===== src/rtl/gpio_pkg.sv =====
// Shared constants and helpers for the GPIO parallel-bus register bank.
// Provides default bus geometry and the slice offset helper for flattened buses.
package gpio_pkg;

    localparam int GPIO_DATA_W   = 10;
    localparam int GPIO_ADDR_W   = 3;
    localparam int GPIO_FILT_LEN = 2;

    // Bit offset of slice idx in a bus made of equal width-bit slices.
    function automatic int unsigned slice_lo(input int unsigned idx, input int unsigned width);
        return idx * width;
    endfunction

endpackage


===== src/rtl/gpio_strobe_filter.sv =====
// Two-flop synchroniser plus glitch filter for one asynchronous host strobe.
// The level is accepted after FILT_LEN consecutive synchronised-high cycles.
module gpio_strobe_filter
    import gpio_pkg::*;
#(
    parameter int FILT_LEN = GPIO_FILT_LEN
) (
    input  logic clk_i,
    input  logic rst_i,
    input  logic strobe_i,
    output logic level_o,
    output logic rise_o
);

    localparam int            CW      = $clog2(FILT_LEN + 1);
    localparam logic [CW-1:0] CNT_MAX = CW'(FILT_LEN - 1);

    logic          sync1_q;
    logic          sync2_q;
    logic [CW-1:0] cnt_q;
    logic [CW-1:0] cnt_d;
    logic          level_prev_q;

    // cnt_q holds the high cycles seen before the current one, so the current
    // synchronised-high cycle completes the run when cnt_q reaches FILT_LEN-1.
    always_comb begin
        cnt_d = '0;
        if (!sync2_q) begin
            cnt_d = '0;
        end else if (cnt_q == CNT_MAX) begin
            cnt_d = cnt_q;
        end else begin
            cnt_d = cnt_q + CW'(1);
        end
    end

    assign level_o = sync2_q && (cnt_q == CNT_MAX);
    assign rise_o  = level_o && !level_prev_q;

    // Synchroniser, run counter and edge-detect history.
    always_ff @(posedge clk_i) begin
        if (rst_i) begin
            sync1_q      <= 1'b0;
            sync2_q      <= 1'b0;
            cnt_q        <= '0;
            level_prev_q <= 1'b0;
        end else begin
            sync1_q      <= strobe_i;
            sync2_q      <= sync1_q;
            cnt_q        <= cnt_d;
            level_prev_q <= level_o;
        end
    end

endmodule


===== src/rtl/gpio_regbank.sv =====
// Register bank behind the asynchronous Raspberry Pi GPIO parallel bus:
// filtered write/read strobes, per-register write pulses and host read-back.
module gpio_regbank
    import gpio_pkg::*;
#(
    parameter int                       DATA_W   = GPIO_DATA_W,
    parameter int                       ADDR_W   = GPIO_ADDR_W,
    parameter int                       FILT_LEN = GPIO_FILT_LEN,
    parameter logic [(2**ADDR_W)-1:0]   RO_MASK  = '0,
    parameter logic [DATA_W-1:0]        RST_VAL  = '0
) (
    input  logic                              CLK,
    input  logic                              RST,
    input  logic                              HOST_WR,
    input  logic                              HOST_RD,
    input  logic [ADDR_W-1:0]                 HOST_ADDR,
    input  logic [DATA_W-1:0]                 HOST_DIN,
    output logic [DATA_W-1:0]                 HOST_DOUT,
    output logic                              HOST_DOE,
    input  logic [(2**ADDR_W)*DATA_W-1:0]     STATUS_IN,
    output logic [(2**ADDR_W)*DATA_W-1:0]     REG_Q,
    output logic [(2**ADDR_W)-1:0]            WR_PULSE,
    output logic                              ERR
);

    localparam int NREG = 2**ADDR_W;

    logic                     wr_level;
    logic                     wr_rise;
    logic                     rd_level;
    logic                     rd_rise;
    logic                     unused_s;

    logic [ADDR_W-1:0]        addr_s1_q;
    logic [ADDR_W-1:0]        addr_s2_q;
    logic [DATA_W-1:0]        din_s1_q;
    logic [DATA_W-1:0]        din_s2_q;

    logic [NREG*DATA_W-1:0]   reg_q;
    logic [NREG*DATA_W-1:0]   reg_d;
    logic [NREG-1:0]          pulse_q;
    logic [NREG-1:0]          pulse_d;
    logic                     err_q;
    logic                     err_d;
    logic                     doe_q;
    logic                     doe_d;
    logic [DATA_W-1:0]        dout_q;
    logic [DATA_W-1:0]        dout_d;
    logic [31:0]              sel_lo;
    logic                     sel_ro;

    gpio_strobe_filter #(.FILT_LEN(FILT_LEN)) u_wr_filt (
        .clk_i    (CLK),
        .rst_i    (RST),
        .strobe_i (HOST_WR),
        .level_o  (wr_level),
        .rise_o   (wr_rise)
    );

    gpio_strobe_filter #(.FILT_LEN(FILT_LEN)) u_rd_filt (
        .clk_i    (CLK),
        .rst_i    (RST),
        .strobe_i (HOST_RD),
        .level_o  (rd_level),
        .rise_o   (rd_rise)
    );

    assign unused_s = &{1'b0, wr_level, rd_rise};

    // Address and data rely on the host holding them stable around the strobe,
    // so a plain two-flop vector synchroniser is enough.
    always_ff @(posedge CLK) begin
        if (RST) begin
            addr_s1_q <= '0;
            addr_s2_q <= '0;
            din_s1_q  <= '0;
            din_s2_q  <= '0;
        end else begin
            addr_s1_q <= HOST_ADDR;
            addr_s2_q <= addr_s1_q;
            din_s1_q  <= HOST_DIN;
            din_s2_q  <= din_s1_q;
        end
    end

    // A write landing on a read-only slot or overlapping a read is dropped and flagged.
    always_comb begin
        reg_d   = reg_q;
        pulse_d = '0;
        err_d   = err_q;
        doe_d   = rd_level;
        dout_d  = dout_q;
        sel_lo  = slice_lo(32'(addr_s2_q), 32'(DATA_W));
        sel_ro  = RO_MASK[addr_s2_q];
        if (wr_rise && (rd_level || sel_ro)) begin
            err_d = 1'b1;
        end else if (wr_rise) begin
            reg_d[sel_lo +: DATA_W] = din_s2_q;
            pulse_d[addr_s2_q]      = 1'b1;
        end else begin
            err_d = err_q;
        end
        if (rd_level) begin
            dout_d = sel_ro ? STATUS_IN[sel_lo +: DATA_W] : reg_q[sel_lo +: DATA_W];
        end else begin
            dout_d = dout_q;
        end
    end

    // Register file and registered host-side outputs.
    always_ff @(posedge CLK) begin
        if (RST) begin
            for (int i = 0; i < NREG; i++) begin
                reg_q[i*DATA_W +: DATA_W] <= RO_MASK[i] ? '0 : RST_VAL;
            end
            pulse_q <= '0;
            err_q   <= 1'b0;
            doe_q   <= 1'b0;
            dout_q  <= '0;
        end else begin
            reg_q   <= reg_d;
            pulse_q <= pulse_d;
            err_q   <= err_d;
            doe_q   <= doe_d;
            dout_q  <= dout_d;
        end
    end

    assign REG_Q     = reg_q;
    assign WR_PULSE  = pulse_q;
    assign ERR       = err_q;
    assign HOST_DOE  = doe_q;
    assign HOST_DOUT = dout_q;

endmodule


===== config.mk =====
export PLATFORM = sky130hd
export DESIGN_NAME = gpio_regbank
export DESIGN_NICKNAME = d
export VERILOG_FILES = /design/src/rtl/gpio_pkg.sv /design/src/rtl/gpio_strobe_filter.sv /design/src/rtl/gpio_regbank.sv
export SDC_FILE = /design/constraint.sdc
export NUM_CORES = 1
export LEC_CHECK = 0
export BUFFER_PORTS_ARGS = -buffer_cell sky130_fd_sc_hd__buf_4
export CAP_MARGIN = 20
export CORE_ASPECT_RATIO = 1.2
export CORE_MARGIN = 2
export CORE_UTILIZATION = 52
export DETAILED_ROUTE_END_ITERATION = 7
export PLACE_DENSITY = 0.82
export SKIP_LAST_GASP = 1
export SLEW_MARGIN = 20
export SYNTH_ARGS = -nofsm -noshare
export SYNTH_HDL_FRONTEND = slang
export SYNTH_HIERARCHICAL = 1
export SYNTH_SLANG_ARGS = --single-unit

===== constraint.sdc =====
create_clock -name CLK -period 4.7 [get_ports CLK]
set_input_delay 0.94 -clock CLK [delete_from_list [all_inputs] [get_ports CLK]]
set_output_delay 0.94 -clock CLK [all_outputs]
set_load 0.005 [all_outputs]

==> key figures, run 1 <==
Run status
  – Status: completed

GRT
  – Vias in the first global route: between 5000 and 6000
  – Largest net degree at the start of global routing: 74
  – Total GRT Usage: 0.311
  – Initial antenna violation count: 0
  – Grt ovf: 0
  – First-pass GRT wire length: about 33000 µm

STA
  – Least-Margin Pin Slew: approximately 0.93 ns
  – Max-slew violation count: 0
  – Slew HR: 0.373
  – RSZ-0062 raised after global routing: no
  – Final setup TNS: 0 ns
  – Fmax: between 200 and 250 MHz
  – Min Clock Period, post-route: between 4 and 5 ns
  – Final Hold Fails: 0
  – Fraction of the cycle the final worst path needs: 0.875
  – Worst Skew: roughly 0.009 ns
  – Setup ws final: 0.590 ns
  – Final setup vio count: 0

CTS
  – Root Driver: clkbuf_16
  – CTS clk-pin slew, worst paths: around 0.060 ns
  – Clock Tree Buf Depth: 2
  – Clock Sinks: ~140
  – CTS Buf Count: 17
  – Worst-skew pair later-pin latency: ~0.43 ns
  – # H-tree levels: 4
  – TritonCTS clock tree: done
  – CTS Hold Bufs: 0
  – Post-CTS Resized: 0
  – Setup bufs post-CTS: 0

Route
  – Routed WL per cell: approximately 21 µm
  – Initial DRT Pass Iterations: 7
  – Max layer used: met4
  – DRT Wirelength: approximately 22000 µm
  – Vias: approximately 6300
  – Met2 WL post-DR: between 10000 and 15000 µm
  – DR WL met3: 1650 µm
  – Antenna-violating nets left: 0
  – DR vias/cell: a little over 6
  – Met1 wire length: approximately 9000 µm
  – Initial drt markers: ~660
  – Drt drc: 0

Die
  – Cell row count: between 40 and 50
  – Die Y: 129 µm
  – Initial core utilization: 0.535
  – Die area: 14000 µm²
  – I/O pin count: between 150 and 200
  – Die W: between 100 and 150 µm
  – Core ar.: between 10000 and 15000 µm²

Yosys
  – Mapped cell area: approximately 6800 µm²
  – Avg Inst Size Synth: roughly 9 µm²
  – Syn_nets: 864
  – Yosys warnings: 6
  – Post-Syn Instances: between 700 and 800

Worst setup path
  – Setup crit start: addr_s2_q[0]
  – Cell Chain, Critical Path: ha_1 > ha_1 > or4_1 > nor2_1 > ha_1 > and3_1 > buf_4 > nand3_1 > o31ai_1 > o221a_2 > nor3_1
  – Crit path max fanout: 14
  – Slowest-stage cell, CP: o31ai_1
  – WP data arrival: approximately 4.4 ns
  – Worst r2r src: addr_s2_q[0]
  – Setup Crit Path Kind: reg -> reg
  – Worst reg2reg setup slack: between 0.5 and 0.6 ns
  – Endpoint type of the worst setup path: flop
  – Crit path largest cell delay: 0.82 ns
  – CP Launch Type: flop
  – Critical Path RT: between 4 and 5 ns
  – Crit-path most repeated cell: ha_1

Cells and area
  – Nets: slightly below 1000
  – Number of diodes: 0
  – Layout cells sized above 1: 0.238
  – Commonest cells after routing, fill and taps aside: 134 x dfxtp_1, 129 x buf_4, 104 x nor2_1
  – Area Overhead vs Synth: 23.5%
  – Most common cell after layout, fill and taps aside: dfxtp_1

Placement
  – Port Buffers: around 120
  – Gpl congestion: 1.04
  – Final HPWL DP: 15600 µm
  – DP Worst Slack: just under 0.7 ns

Power and ir drop
  – Maximum VDD drop: between 0.2 and 0.3 mV
  – Pwr Density: 343 nW/µm²
  – Final Power: ~2.9 mW
  – Leak Pwr: between 3 and 4 nW

Job
  – Maximum Capacitance Violations: 0

Worst hold path
  – Hold crit path type: reg -> reg
  – Worst Hold Launch: din_s1_q[1]
metal layers:
| layer | GRT usage | up-vias |
|---|---|---|
| met5 | 0 | - |
| met4 | 0.128 | 0 |
| met3 | 0.0558 | 51 |
| met2 | 0.511 | 309 |
| met1 | 0.405 | 3050 |
| li1 | - | 2918 |
worst max-delay path, delay by kind of cell, from the launching register on:
kind                     cells  cell delay [ns]
buffers and inverters        1             0.18
AO/OA/AOI/OAI                2             1.16
AND/OR/NAND/NOR              5             1.29
adder cells (fa/ha/maj)      3             1.03
flip-flops                   1             0.31
power breakdown:
group | leakage, nW | total (mW) | internal, mW | switching [mW]
clock network | 0.299 | 1.41 | 0.924 | 0.482
logic | 1.97 | 0.300 | 0.0877 | 0.213
registers | 1.09 | 1.17 | 1.16 | 0.00977
through the flow:
step / instances / hold slack (ns) / area, µm² / utilization
final: 1035 / 0.431 / 8380 / 0.661
after global routing: 1035 / 0.448 / 8380 / 0.661
after CTS: 1035 / 0.433 / 8380 / 0.661
after detailed placement: 1004 / 0.420 / 7750 / 0.612
after global placement: 1004 / 0.419 / 7750 / 0.612
after floorplan: 759 / 0.414 / 6780 / -
sequential cells by signal (all words and copies together), names as in the netlist:
signal                  cells
addr_s2_q                   3
u_wr_filt/level_prev_q      1
HOST_DOUT                  10
WR_PULSE                    8
u_wr_filt/sync1_q           1
u_rd_filt/cnt_q             2
u_wr_filt/sync2_q           1
din_s2_q                   10
addr_s1_q                   3
u_rd_filt/sync1_q           1
ERR                         1
din_s1_q                   10
HOST_DOE                    1
u_wr_filt/cnt_q             2
u_rd_filt/sync2_q           1
REG_Q                      80
layout make-up:
| type | count | area, µm² |
|---|---|---|
| clock buffer | 23 | 478 |
| sequential | 135 | 2700 |
| clock inverter | 8 | 145 |
| multi-input combinational | 562 | 3820 |
| tap | 164 | 205 |
| timing repair buffer | 129 | 968 |
| inverter | 14 | 52.6 |
| fill | 1052 | 4290 |
final timing paths:
kind / end / depth (start not counted)
worst max-delay path: REG_Q[73] / 11
worst min-delay path: din_s2_q[1] / 1
worst max register to register: REG_Q[73] / 11
worst min register to register: din_s2_q[1] / 1
Note: power is estimated with default switching activity, not from simulation.
==> inputs of run 2 (changes only) <==
--- a/config.mk
+++ b/config.mk
@@ -9,9 +9,9 @@
 export CAP_MARGIN = 20
 export CORE_ASPECT_RATIO = 1.2
 export CORE_MARGIN = 2
-export CORE_UTILIZATION = 52
+export CORE_UTILIZATION = 45
 export DETAILED_ROUTE_END_ITERATION = 7
-export PLACE_DENSITY = 0.82
+export PLACE_DENSITY = 0.73
 export SKIP_LAST_GASP = 1
 export SLEW_MARGIN = 20
 export SYNTH_ARGS = -nofsm -noshare
==> run 2 against run 1 <==
Worst setup slack got worse by 0.11 ns. Fmax decreased by 2.7%. Sequential power is essentially flat. Largest cell class unchanged. Largest power group unchanged.
==> key figures, run 2 (synthesized netlist as in run 1, its figures left out) <==
Worst hold path
  – Hold EP: din_s2_q[8]
  – Hold crit path type: reg -> reg
  – Hold Path Depth: 1 (unchanged)
  – Worst Hold Launch: din_s1_q[8]

Worst setup path
  – Endpoint type of the worst setup path: flop
  – Critical Path RT: 4.99 ns (about the same)
  – Worst reg-to-reg path cell count: 10 (-1)
  – Crit-path most repeated cell: ha_1
  – Worst reg2reg setup slack: 0.48 ns (-0.11 ns)
  – Crit path largest cell delay: 0.80 ns (-0.02 ns)
  – CP Launch Type: flop
  – Cell Chain, Critical Path: ha_1 > ha_1 > or4_1 > nor2_1 > ha_1 > and3_1 > nand3_1 > o31ai_1 > o221a_2 > nor3_1
  – Slowest-stage cell, CP: o31ai_1
  – WP data arrival: 4.51 ns (+0.12 ns)
  – Crit path max fanout: 14 (unchanged)
  – Worst r2r src: addr_s2_q[0]
  – Setup Crit Path Kind: reg -> reg
  – RR Endpoint: REG_Q[73]

Placement
  – Placed Instances: 1040 (+3.6%)
  – Port Buffers: 116 (unchanged)
  – DP Worst Slack: 0.622 ns (-0.0702 ns)
  – Gpl congestion: 1.07 (+2.6%)
  – Placed cell areas: 7770 µm² (+0.26%)
  – Final HPWL DP: 15500 µm (-0.35%)

GRT
  – First-pass GRT wire length: 32100 µm (-1.7%)
  – Total GRT Usage: 0.264 (-0.0467)
  – Vias in the first global route: 5621 (-2.5%)
  – Largest net degree at the start of global routing: 61 (-18%)
  – Grt ovf: 0 (unchanged)
  – Initial antenna violation count: 0 (unchanged)

STA
  – Max-slew violation count: 0 (unchanged)
  – Final Hold Fails: 0 (unchanged)
  – Min Clock Period, post-route: 4.22 ns (+0.113 ns)
  – Final setup vio count: 0 (unchanged)
  – Final setup TNS: 0 ns (unchanged)
  – Slew HR: 0.396 (+0.0232)
  – Setup ws final: 0.477 ns (-0.113 ns)
  – Fraction of the cycle the final worst path needs: 0.899 (+0.0241)
  – RSZ-0062 raised after global routing: no
  – Least-Margin Pin Slew: 0.906 ns (-0.0276 ns)
  – Fmax: 237 MHz (-2.7%)
  – Worst Skew: 0.0113 ns (+0.00205 ns)

Job
  – Maximum Capacitance Violations: 0 (unchanged)

Cells and area
  – Fillers: 1387 (+32%)
  – Commonest cells after routing, fill and taps aside: 134 x dfxtp_1, 125 x buf_4, 104 x nor2_1
  – Layout cells sized above 1: 0.238 (+0.000821)
  – Nets: 960 (-0.41%)
  – Post-route design area: 8370 µm² (-0.10%)
  – Final Instance Count excl. Fillers: 1072 (+3.6%)
  – Most common cell after layout, fill and taps aside: dfxtp_1
  – Area Overhead vs Synth: 23.4%
  – Max FFs per register: 80 (unchanged)
  – Number of diodes: 0 (unchanged)

Die
  – Die W: 116 µm (+7.2%)
  – Die Y: 138 µm (+7.3%)
  – Initial core utilization: 0.457 (-0.0782)
  – Cell row count: 49 (+8.9%)
  – I/O pin count: 197 (unchanged)
  – Core ar.: 14800 µm² (+17%)
  – Die area: 16100 µm² (+15%)

CTS
  – Worst-skew pair later-pin latency: 0.43 ns (about the same)
  – Root Driver: clkbuf_16
  – Clock Tree Buf Depth: 2 (unchanged)
  – Setup bufs post-CTS: 0 (unchanged)
  – CTS Buf Count: 17 (unchanged)
  – CTS Hold Bufs: 0 (unchanged)
  – Post-CTS Resized: 0 (unchanged)
  – CTS clk-pin slew, worst paths: 0.06 ns (about the same)
  – # H-tree levels: 4 (unchanged)
  – Clock Sinks: 135 (unchanged)
  – TritonCTS clock tree: done

Run status
  – Status: completed

Route
  – Drt drc: 0 (unchanged)
  – Routed WL per cell: 19.7 µm (-6.0%)
  – Vias: 6132 (-3.1%)
  – DR vias/cell: 5.72 (-6.4%)
  – Initial DRT Pass Iterations: 5 (-2)
  – Initial drt markers: 573 (-13%)
  – Antenna-violating nets left: 0 (unchanged)
  – DRT Wirelength: 21100 µm (-2.7%)

Power and ir drop
  – Leak Pwr: 3.33 nW (-1.1%)
  – Maximum VDD drop: 0.280 mV (+7.4%)
  – Pwr Density: 333 nW/µm² (-2.8%)
[run 2: cell count changes in the layout (fill, tap and decap cells not counted), sizes merged]
| cell | change |
|---|---|
| clkinv | +4 |
| clkinvlp | +1 |
| bufinv | -2 |
| inv | +4 |
| buf | -4 |
| clkbuf | -6 |
[run 2: cell type report]
| class | count | area [µm²] | area share |
|---|---|---|---|
| Multi-Input combinational cell | 562 | 3820 | 0.457 |
| Inverter | 14 | 52.6 | 0.00628 |
| Clock inverter | 15 | 169 | 0.0202 |
| Sequential cell | 135 | 2700 | 0.323 |
| Clock buffer | 17 | 425 | 0.0508 |
| Tap cell | 204 | 255 | 0.0305 |
| Timing Repair Buffer | 125 | 938 | 0.112 |
[run 2: worst max-delay path, delay by kind of cell (launching register included)]
family	cells	cell delay, ns
compound gates	2	1.14
fa+ha+maj	3	0.98
flops	1	0.31
simple gates	5	1.65
[run 2: per-layer routing]
layer | track usage | up-vias | wire length [µm]
li1 | - | 2907 | -
met1 | 0.343 | 2920 | 8920
met2 | 0.425 | 258 | 9990
met3 | 0.0557 | 47 | 1460
met4 | 0.108 | 0 | 689
met5 | 0 | - | 0
[run 2: power by group]
part | switching [mW] | internal [mW]
combinational | 0.208 | 0.0849
clock | 0.541 | 0.791
sequential | 0.00826 | 1.16
[run 2: per-stage QoR]
step	power, mW	util	hold slack [ns]
2_1_floorplan	1.39	-	0.414
3_3_place_gp	1.48	0.524	0.417
3_5_place_dp	1.48	0.524	0.423
4_1_cts	2.79	0.564	0.433
5_1_grt	2.88	0.564	0.441
6_report	2.79	0.564	0.429
[run 2: how the worst max path moves through the flow]
stage | slack, ns | to | cells past startpoint | start
floorplan | 1.33 | REG_Q[1] | 12 | addr_s2_q[2]
global placement | 0.66 | REG_Q[72] | 10 | addr_s2_q[0]
detailed placement | 0.62 | REG_Q[72] | 10 | addr_s2_q[0]
CTS | 0.59 | REG_Q[73] | 10 | addr_s2_q[0]
global route | 0.29 | REG_Q[73] | 10 | addr_s2_q[0]
finish | 0.48 | REG_Q[73] | 10 | addr_s2_q[0]
